<file path="src/rtl/accum_pkg.sv">
// Shared accumulator types and defaults: result/carry pair, default sizes, carry saturation.
package accum_pkg;

    localparam int ACC_WIDTH      = 32;
    localparam int ACC_FIFO_DEPTH = 4;

    localparam logic [7:0] CARRY_CNT_MAX = 8'hFF;

    typedef struct packed {
        logic [ACC_WIDTH-1:0] result;
        logic                 co;
    } acc_pair_t;

    function automatic logic [7:0] sat_inc8(input logic [7:0] v);
        return (v == CARRY_CNT_MAX) ? v : v + 8'd1;
    endfunction

endpackage

</file>
<file path="src/rtl/accum_result_fifo.sv">
// Result/carry FIFO between accumulator and consumer, with a saturating carry statistic.
// Latency: one cycle push-to-head when empty, no fall-through; head is registered.
// Backpressure: in_ready drops at full from registered count only; out_ready never reaches in_ready.
module accum_result_fifo
    import accum_pkg::*;
#(
    parameter int WIDTH = ACC_WIDTH,
    parameter int DEPTH = ACC_FIFO_DEPTH
) (
    input  logic                     clk,
    input  logic                     rst,
    input  logic                     clr,
    input  logic                     in_valid,
    output logic                     in_ready,
    input  logic [WIDTH-1:0]         in_result,
    input  logic                     in_co,
    output logic                     out_valid,
    input  logic                     out_ready,
    output logic [WIDTH-1:0]         out_result,
    output logic                     out_co,
    output logic [$clog2(DEPTH):0]   count,
    output logic [7:0]               carry_cnt
);

    localparam int PW = $clog2(DEPTH);
    localparam int CW = PW + 1;

    typedef struct packed {
        logic [WIDTH-1:0] result;
        logic             co;
    } pair_t;

    pair_t          mem [DEPTH];
    pair_t          head;
    pair_t          wdat;
    logic [PW-1:0]  wr_ptr;
    logic [PW-1:0]  rd_ptr;
    logic           push;
    logic           pop;

    always_comb begin
        in_ready  = (count != CW'(DEPTH));
        out_valid = (count != '0);
        push      = in_valid && in_ready;
        pop       = out_valid && out_ready;
        wdat      = '{result: in_result, co: in_co};
    end

    // head mirrors mem[rd_ptr] so the outputs come straight from a flop that resets to 0
    always_ff @(posedge clk or posedge rst) begin
        if (rst) begin
            wr_ptr    <= '0;
            rd_ptr    <= '0;
            count     <= '0;
            carry_cnt <= '0;
            head      <= '0;
        end else if (clr) begin
            wr_ptr    <= '0;
            rd_ptr    <= '0;
            count     <= '0;
            carry_cnt <= '0;
            head      <= '0;
        end else begin
            if (push) begin
                mem[wr_ptr] <= wdat;
                wr_ptr      <= wr_ptr + 1'b1;
                if (in_co) begin
                    carry_cnt <= sat_inc8(carry_cnt);
                end
            end
            if (pop) begin
                rd_ptr <= rd_ptr + 1'b1;
            end
            if (push && !pop) begin
                count <= count + 1'b1;
            end else if (pop && !push) begin
                count <= count - 1'b1;
            end
            // the incoming word becomes head when it lands in an empty (or emptying) FIFO
            if (push && ((count == '0) || (pop && count == CW'(1)))) begin
                head <= wdat;
            end else if (pop && count > CW'(1)) begin
                head <= mem[rd_ptr + 1'b1];
            end
        end
    end

    assign out_result = head.result;
    assign out_co     = head.co;

endmodule

</file>
<file path="config.mk">
export PLATFORM = sky130hd
export DESIGN_NAME = accum_result_fifo
export DESIGN_NICKNAME = d
export VERILOG_FILES = /design/src/rtl/accum_pkg.sv /design/src/rtl/accum_result_fifo.sv
export SDC_FILE = /design/constraint.sdc
export NUM_CORES = 1
export LEC_CHECK = 0
export CORE_MARGIN = 2
export CORE_UTILIZATION = 60
export CTS_CLUSTER_SIZE = 8
export DETAILED_ROUTE_END_ITERATION = 12
export GPL_ROUTABILITY_DRIVEN = 0
export GPL_TIMING_DRIVEN = 0
export PLACE_DENSITY = 0.84
export SETUP_SLACK_MARGIN = 0.1
export SLEW_MARGIN = 20
export SYNTH_ARGS = -nofsm -noshare
export SYNTH_HDL_FRONTEND = slang
export SYNTH_SLANG_ARGS = --single-unit
</file>
<file path="constraint.sdc">
create_clock -name clk -period 4.4 [get_ports clk]
set_input_delay 1.1 -clock clk [delete_from_list [all_inputs] [get_ports clk]]
set_output_delay 1.1 -clock clk [all_outputs]
set_load 0.1 [all_outputs]
</file>
==> results by group, run 1 <==
Status
  • Run status: finished clean

Clock network
  • CTS tree: built
  • CTS sink cnt: 180
  • CTS clk-pin slew, worst paths: 0.07 ns
  • Clk_lat worst skew: 0.43 ns
  • Hold-fix buffers, CTS: 0
  • CTS Buffer Depth: 2
  • TritonCTS buffer count: 17
  • Post-cts gate resize count: 0
  • CTS root buffer: clkbuf_16
  • H-Tree Level Count: 4
  • Post-CTS Setup Inserts: 0

Timing
  • Worst relative slew slack: 0.324
  • Unrepaired setup endpoints after global routing: no
  • Post-route setup TNS: 0 ns
  • Clock skew: 0.00793 ns
  • Final-report max-slew violation count: 0
  • Worst Max-Slew Pin Slew: 1.01 ns
  • FMAX: 254 MHz
  • Final Hold Viols: 0
  • Period minus WS final: 3.94 ns
  • Min Hold Slack: 0.578 ns
  • PnR worst setup slack: 0.464 ns
  • Final period util: 0.894
  • Count of final setup violators: 0

Synth
  • Synth Cell Area: 7730 um^2
  • Yosys reg bits: 180
  • Post-synthesis xor/xnor area fraction: 0.00453
  • Top cell type's share of synthesized area: 0.513
  • Compound-Gate Fraction of Synth Area: 0.0665
  • Async S/R FF share, synth: 0.267
  • Synth area leaders: edfxtp_1 (51%), dfrtp_1 (16%), mux4_2 (9.6%), a221o_1 (4.3%), nand4_1 (2.8%)
  • Most frequent cells after synthesis: edfxtp_1 (132), dfrtp_1 (48), nand2_1 (42)
  • Mapped Nets: 557
  • Prevailing post-synth register cell: edfxtp_1
  • Yosys warnings: 0
  • Mux contribution to synthesized area: 0.100
  • Syn Area/Cell: 15.2 um^2
  • Post-Synth Adder-Cell Area: 0.0146
  • EDFF count, synth: 132
  • Sequential fraction of the synthesis area: 0.668
  • Netlist cell types: 41
  • Count leader, synth: edfxtp_1
  • Post-Synth Simple-Gate Area: 0.117
  • Synthesized instance count: 510
  • Largest family of logic cells by synthesized area: simple AND/OR/NAND/NOR gates
  • Most area-hungry cell type in the Yosys netlist: edfxtp_1

Final layout
  • Finished Layout Cells: 801
  • Layout area overhead: 23.1%
  • Final Core Density: 0.754
  • Ratio of cells with drive above 1 in the final layout: 0.161
  • Design Area, Final: 9520 um^2
  • Antenna cells: 0
  • Nets@finish: 663

Global route
  • Remaining Overflow, GRT: 0
  • Largest net degree at the start of global routing: 31
  • GR Util All Layers: 0.280
  • First-pass GRT wire length: 29200 um
  • Initial antenna violation count: 0
  • Number of global-route vias before repair: 5409

Floorplanning
  • Initial Util: 0.613
  • Rows: 41
  • Total I/O pin count: 84
  • Die X: 118 um
  • Die ar.: 13800 um^2
  • Die height: 118 um
  • Core box area: 12600 um^2

Worst setup path
  • Cell family with most CP delay: buffers and inverters
  • Crit. End Element: output pin
  • Largest fanout on the critical path: 6
  • Crit-path max cell delay: 1.14 ns
  • Worst EP arrival: 2.84 ns
  • Startpoint type of the worst setup path: flop
  • Buffers & Inverters on Critical Path: 3
  • Critical Path RT: 3.30 ns
  • WS Path Type: reg2out
  • Worst path cell trace: inv_1 > ha_1 > and2b_1 > inv_2 > clkdlybuf4s50_1
  • CP max stage cell: clkdlybuf4s50_1

Placed design
  • DP Cell Count: 769
  • Setup WS pre-CTS: 0.902 ns
  • Detailed Place HPWL: 11600 um
  • DP Area: 8900 um^2
  • PortBufs: 82

Drt
  • Vias per Instance: 6.47
  • DR pass1 iterations: 5
  • DRT iter0 DRCs: 605
  • Vias: 5180
  • DRC: 0
  • Detail Route Antenna Nets: 0
  • Post-Route WL: 18300 um
  • Wirelength per Cell: 22.8 um

Pwr
  • VDD IR max: 0.401 mV
  • Leak pwr: 3.40 nW
  • Pwr dens: 588 nW/um^2
  • Overall Power: 5.59 mW

Run
  • Max-cap viol count: 0

Min path
  • Worst Hold Class: reg2reg
## area by class of cell
type	count	area, um^2
plain buffers	43	188
clock buffers	18	439
clock inverters	14	184
fillers	756	3100
inverters	10	37.5
multi-input cells	277	2350
flip-flops and latches	180	5160
well taps	172	215
repair buffers	87	943
## worst min-delay path: stages, from the launching register on
cell and delay [ns]:
dfrtp_1 0.41, nand2_1 0.07, a21oi_1 0.06
## cell usage in the layout (no fill, tap or decap), types with 2 or more instances in the layout
cell type,count
a211oi_1,2
a21oi_1,7
a221o_1,33
and2_2,4
buf_12,2
buf_16,3
buf_2,21
bufinv_16,4
clkbuf_1,21
clkbuf_16,17
clkdlybuf4s50_1,82
clkinv_2,4
clkinvlp_4,3
dfrtp_1,48
edfxtp_1,132
ha_1,9
inv_1,8
inv_2,2
mux2_1,2
mux4_2,33
nand2_1,42
nand2b_1,33
nand3_1,36
nand4_1,34
nor2_1,9
nor2b_1,2
nor3_1,2
o21ai_0,3
o31ai_1,3
or3_1,3
or4_1,2
xor2_1,3
## sequential cells by signal (all words and copies together), names as in the netlist
register and count:
out_result 32, out_co 1, rd_ptr 2, carry_cnt 8
wr_ptr 2, mem 132, count 3
## report_power, final
part	leakage [nW]	total, mW	switching (mW)	internal (mW)
combinational	1.26	1.95	1.44	0.514
clock	0.300	1.59	0.631	0.961
sequential	1.84	2.05	0.0957	1.95
## routing by layer
metal  share of wire  routed length [um]  global-route usage
met1            0.39                7130               0.375
met2            0.50                9090               0.454
met3           0.084                1540              0.0557
met4           0.029                 524               0.124
met5               0                   0                   0
## cells by family after synthesis
kind of cell | count (synthesis)
simple gates | 171
xor+xnor | 4
buf+inv | 53
flops | 180
fa+ha+maj | 9
mux | 36
compound gates | 57
## worst paths after layout
| path | startpoint | end | slack, ns | cells after the start |
|---|---|---|---|---|
| setup / recovery | count[0] | out_valid | 0.46 | 5 |
| hold / removal | wr_ptr[1] | wr_ptr[1] | 0.58 | 2 |
| setup reg to reg | count[0] | mem[1][10] | 1.84 | 6 |
| hold reg to reg | wr_ptr[1] | wr_ptr[1] | 0.58 | 2 |
| max in group asynchronous | rst | out_result[7] | 2.80 | 3 |
| min in group asynchronous | rst | carry_cnt[2] | 1.06 | 2 |
(Power assumes the default switching activity.)
==> run 2, diff against run 1 <==
--- a/config.mk
+++ b/config.mk
@@ -5,6 +5,7 @@
 export SDC_FILE = /design/constraint.sdc
 export NUM_CORES = 1
 export LEC_CHECK = 0
+export CORE_ASPECT_RATIO = 0.7
 export CORE_MARGIN = 2
 export CORE_UTILIZATION = 60
 export CTS_CLUSTER_SIZE = 8
==> run 2 against run 1 <==
  * Utilization up 0.66 points
  * Worst hold slack worse by 0.0013 ns
  * Clock power rose by 3%
  * Critical path depth unchanged
  * Register-to-register slack got worse by 0.08 ns
  * Maximum frequency increased by 0.66%
  * Via count is 1.1% higher
==> results by group, run 2 (synthesized netlist as in run 1, its figures left out) <==
Status
  • Run status: finished clean (unchanged)

Worst setup path
  • Setup slack, reg-to-reg: 1.76 ns (was 1.84 ns)
  • WS Path Type: reg2out (unchanged)
  • Critical Path RT: 3.30 ns (about the same)
  • Worst-case reg-to-reg path depth: 6 (unchanged)
  • Largest fanout on the critical path: 6 (unchanged)
  • Crit-path max cell delay: 1.14 ns (about the same)
  • Capturing point of the worst reg2reg path: mem[2][14] (was mem[1][10])
  • CP max stage cell: clkdlybuf4s50_1 (unchanged)
  • RR Startpoint: count[0] (unchanged)
  • Startpoint type of the worst setup path: flop (unchanged)
  • Worst EP arrival: 2.81 ns (was 2.84 ns)
  • Crit. End Element: output pin (unchanged)
  • Worst path cell trace: inv_1 > ha_1 > and2b_1 > inv_2 > clkdlybuf4s50_1 (unchanged)

Global route
  • Number of global-route vias before repair: 5239 (was 5409)
  • GR Util met1: 0.415 (was 0.375)
  • Remaining Overflow, GRT: 0 (unchanged)
  • Largest net degree at the start of global routing: 34 (was 31)
  • GR Util All Layers: 0.284 (was 0.280)
  • Initial antenna violation count: 0 (unchanged)
  • Met3 usage: 0.0607 (was 0.0557)
  • Grt peak-use layer: met2 (unchanged)
  • GR met2 Demand/Resource: 0.432 (was 0.454)
  • First-pass GRT wire length: 29400 um (was 29200 um)

Clock network
  • CTS sink cnt: 180 (unchanged)
  • H-Tree Level Count: 4 (unchanged)
  • CTS tree: built (unchanged)
  • CTS Buffer Depth: 2 (unchanged)
  • TritonCTS buffer count: 17 (unchanged)
  • Post-cts gate resize count: 0 (unchanged)
  • Hold-fix buffers, CTS: 0 (unchanged)
  • Post-CTS Setup Inserts: 0 (unchanged)
  • Clk_lat worst skew: 0.43 ns (about the same)
  • CTS root buffer: clkbuf_16 (unchanged)
  • CTS clk-pin slew, worst paths: 0.07 ns (about the same)

Floorplanning
  • Total I/O pin count: 84 (unchanged)
  • Rows: 34 (was 41)
  • Die X: 140 um (was 118 um)
  • Core box area: 12500 um^2 (was 12600 um^2)
  • Die height: 99.0 um (was 118 um)
  • Initial Util: 0.618 (was 0.613)
  • Die ar.: 13800 um^2 (about the same)

Placed design
  • Detailed Place HPWL: 11500 um (was 11600 um)
  • PortBufs: 82 (unchanged)

Drt
  • Detail Route Antenna Nets: 0 (unchanged)
  • DR pass1 iterations: 5 (unchanged)
  • DRC: 0 (unchanged)
  • Vias per Instance: 6.62 (was 6.47)
  • Post-Route WL: 18800 um (was 18300 um)
  • DRT iter0 DRCs: 523 (was 605)
  • Vias: 5237 (was 5180)
  • Wirelength per Cell: 23.8 um (was 22.8 um)

Timing
  • Final-report max-slew violation count: 0 (unchanged)
  • FMAX: 256 MHz (was 254 MHz)
  • Clock skew: 0.0106 ns (was 0.00793 ns)
  • Unrepaired setup endpoints after global routing: no (unchanged)
  • Worst relative slew slack: 0.344 (was 0.324)
  • Min Hold Slack: 0.577 ns (was 0.578 ns)
  • Count of final setup violators: 0 (unchanged)
  • Final period util: 0.889 (was 0.894)
  • Period minus WS final: 3.91 ns (was 3.94 ns)
  • Final Hold Viols: 0 (unchanged)
  • Worst Max-Slew Pin Slew: 0.981 ns (was 1.01 ns)
  • Post-route setup TNS: 0 ns (unchanged)

Min path
  • Min-Delay Path Depth: 2 (unchanged)
  • Hold endpoint: wr_ptr[1] (unchanged)
  • Hold Startpoint: wr_ptr[1] (unchanged)
  • Worst Hold Class: reg2reg (unchanged)

Final layout
  • Antenna cells: 0 (unchanged)
  • Ratio of cells with drive above 1 in the final layout: 0.157 (was 0.161)
  • Commonest non-fill, non-tap cell in the layout: edfxtp_1 (unchanged)
  • Max reg flops: 132 (unchanged)
  • Top reg by flops: mem (unchanged)
  • Nets@finish: 663 (unchanged)
  • Layout area overhead: 23.1% (about the same)
  • Commonest non-fill, non-tap cells in the layout: edfxtp_1 (132), clkdlybuf4s50_1 (82), dfrtp_1 (48) (unchanged)

Pwr
  • Pwr dens: 594 nW/um^2 (was 588 nW/um^2)
  • VDD IR max: 0.494 mV (was 0.401 mV)
  • Leak pwr: 3.40 nW (about the same)

Run
  • Max-cap viol count: 0 (unchanged)
[run 2: how the worst max path moves through the flow]
stage	end	from	slack, ns
2_1_floorplan	in_ready	count[0]	1.15
3_3_place_gp	mem[0][10]	clr	0.20
3_5_place_dp	mem[0][10]	clr	0.87
4_1_cts	out_valid	count[0]	0.50
5_1_grt	out_valid	count[1]	0.43
6_report	out_valid	count[0]	0.49
[run 2: final cells by class]
type                       count  area (um^2)
sequential                   180         5160
fill                         717         2990
multi-input combinational    277         2350
timing repair buffer          87          936
clock buffer                  20          437
clock inverter                12          204
tap                          162          203
buffer                        43          188
inverter                      10         37.5
[run 2: critical path: cells and delay by family (launching register included)]
kind / cells / cell delay, ns
AND/OR/NAND/NOR: 1 / 0.24
buffers and inverters: 3 / 1.38
flip-flops: 1 / 0.45
adder cells (fa/ha/maj): 1 / 0.31
[run 2: report_power, final]
| group | switching [mW] | leakage [nW] | internal, mW |
|---|---|---|---|
| Combinational | 1.44 | 1.26 | 0.514 |
| Sequential | 0.104 | 1.84 | 1.95 |
| Clock | 0.634 | 0.301 | 1.01 |
| Total | 2.17 | 3.40 | 3.48 |
[run 2: layer usage]
metal,up-vias,wire length (um),part of all wire
met4,0,411,0.022
met5,-,0,0
met1,2665,7620,0.41
met3,45,1740,0.093
met2,319,9020,0.48
li1,2208,-,-
[run 2: through the flow]
step | power [mW] | area (um^2) | util | std cells | setup slack, ns
6_report | 5.65 | 9520 | 0.761 | 791 | 0.490
5_1_grt | 5.83 | 9520 | 0.761 | 791 | 0.427
4_1_cts | 5.65 | 9520 | 0.761 | 791 | 0.505
3_5_place_dp | 4.00 | 8880 | 0.710 | 759 | 0.873
3_3_place_gp | 3.95 | 8760 | 0.700 | 754 | 0.197
2_1_floorplan | 3.46 | 7730 | - | 510 | 1.15
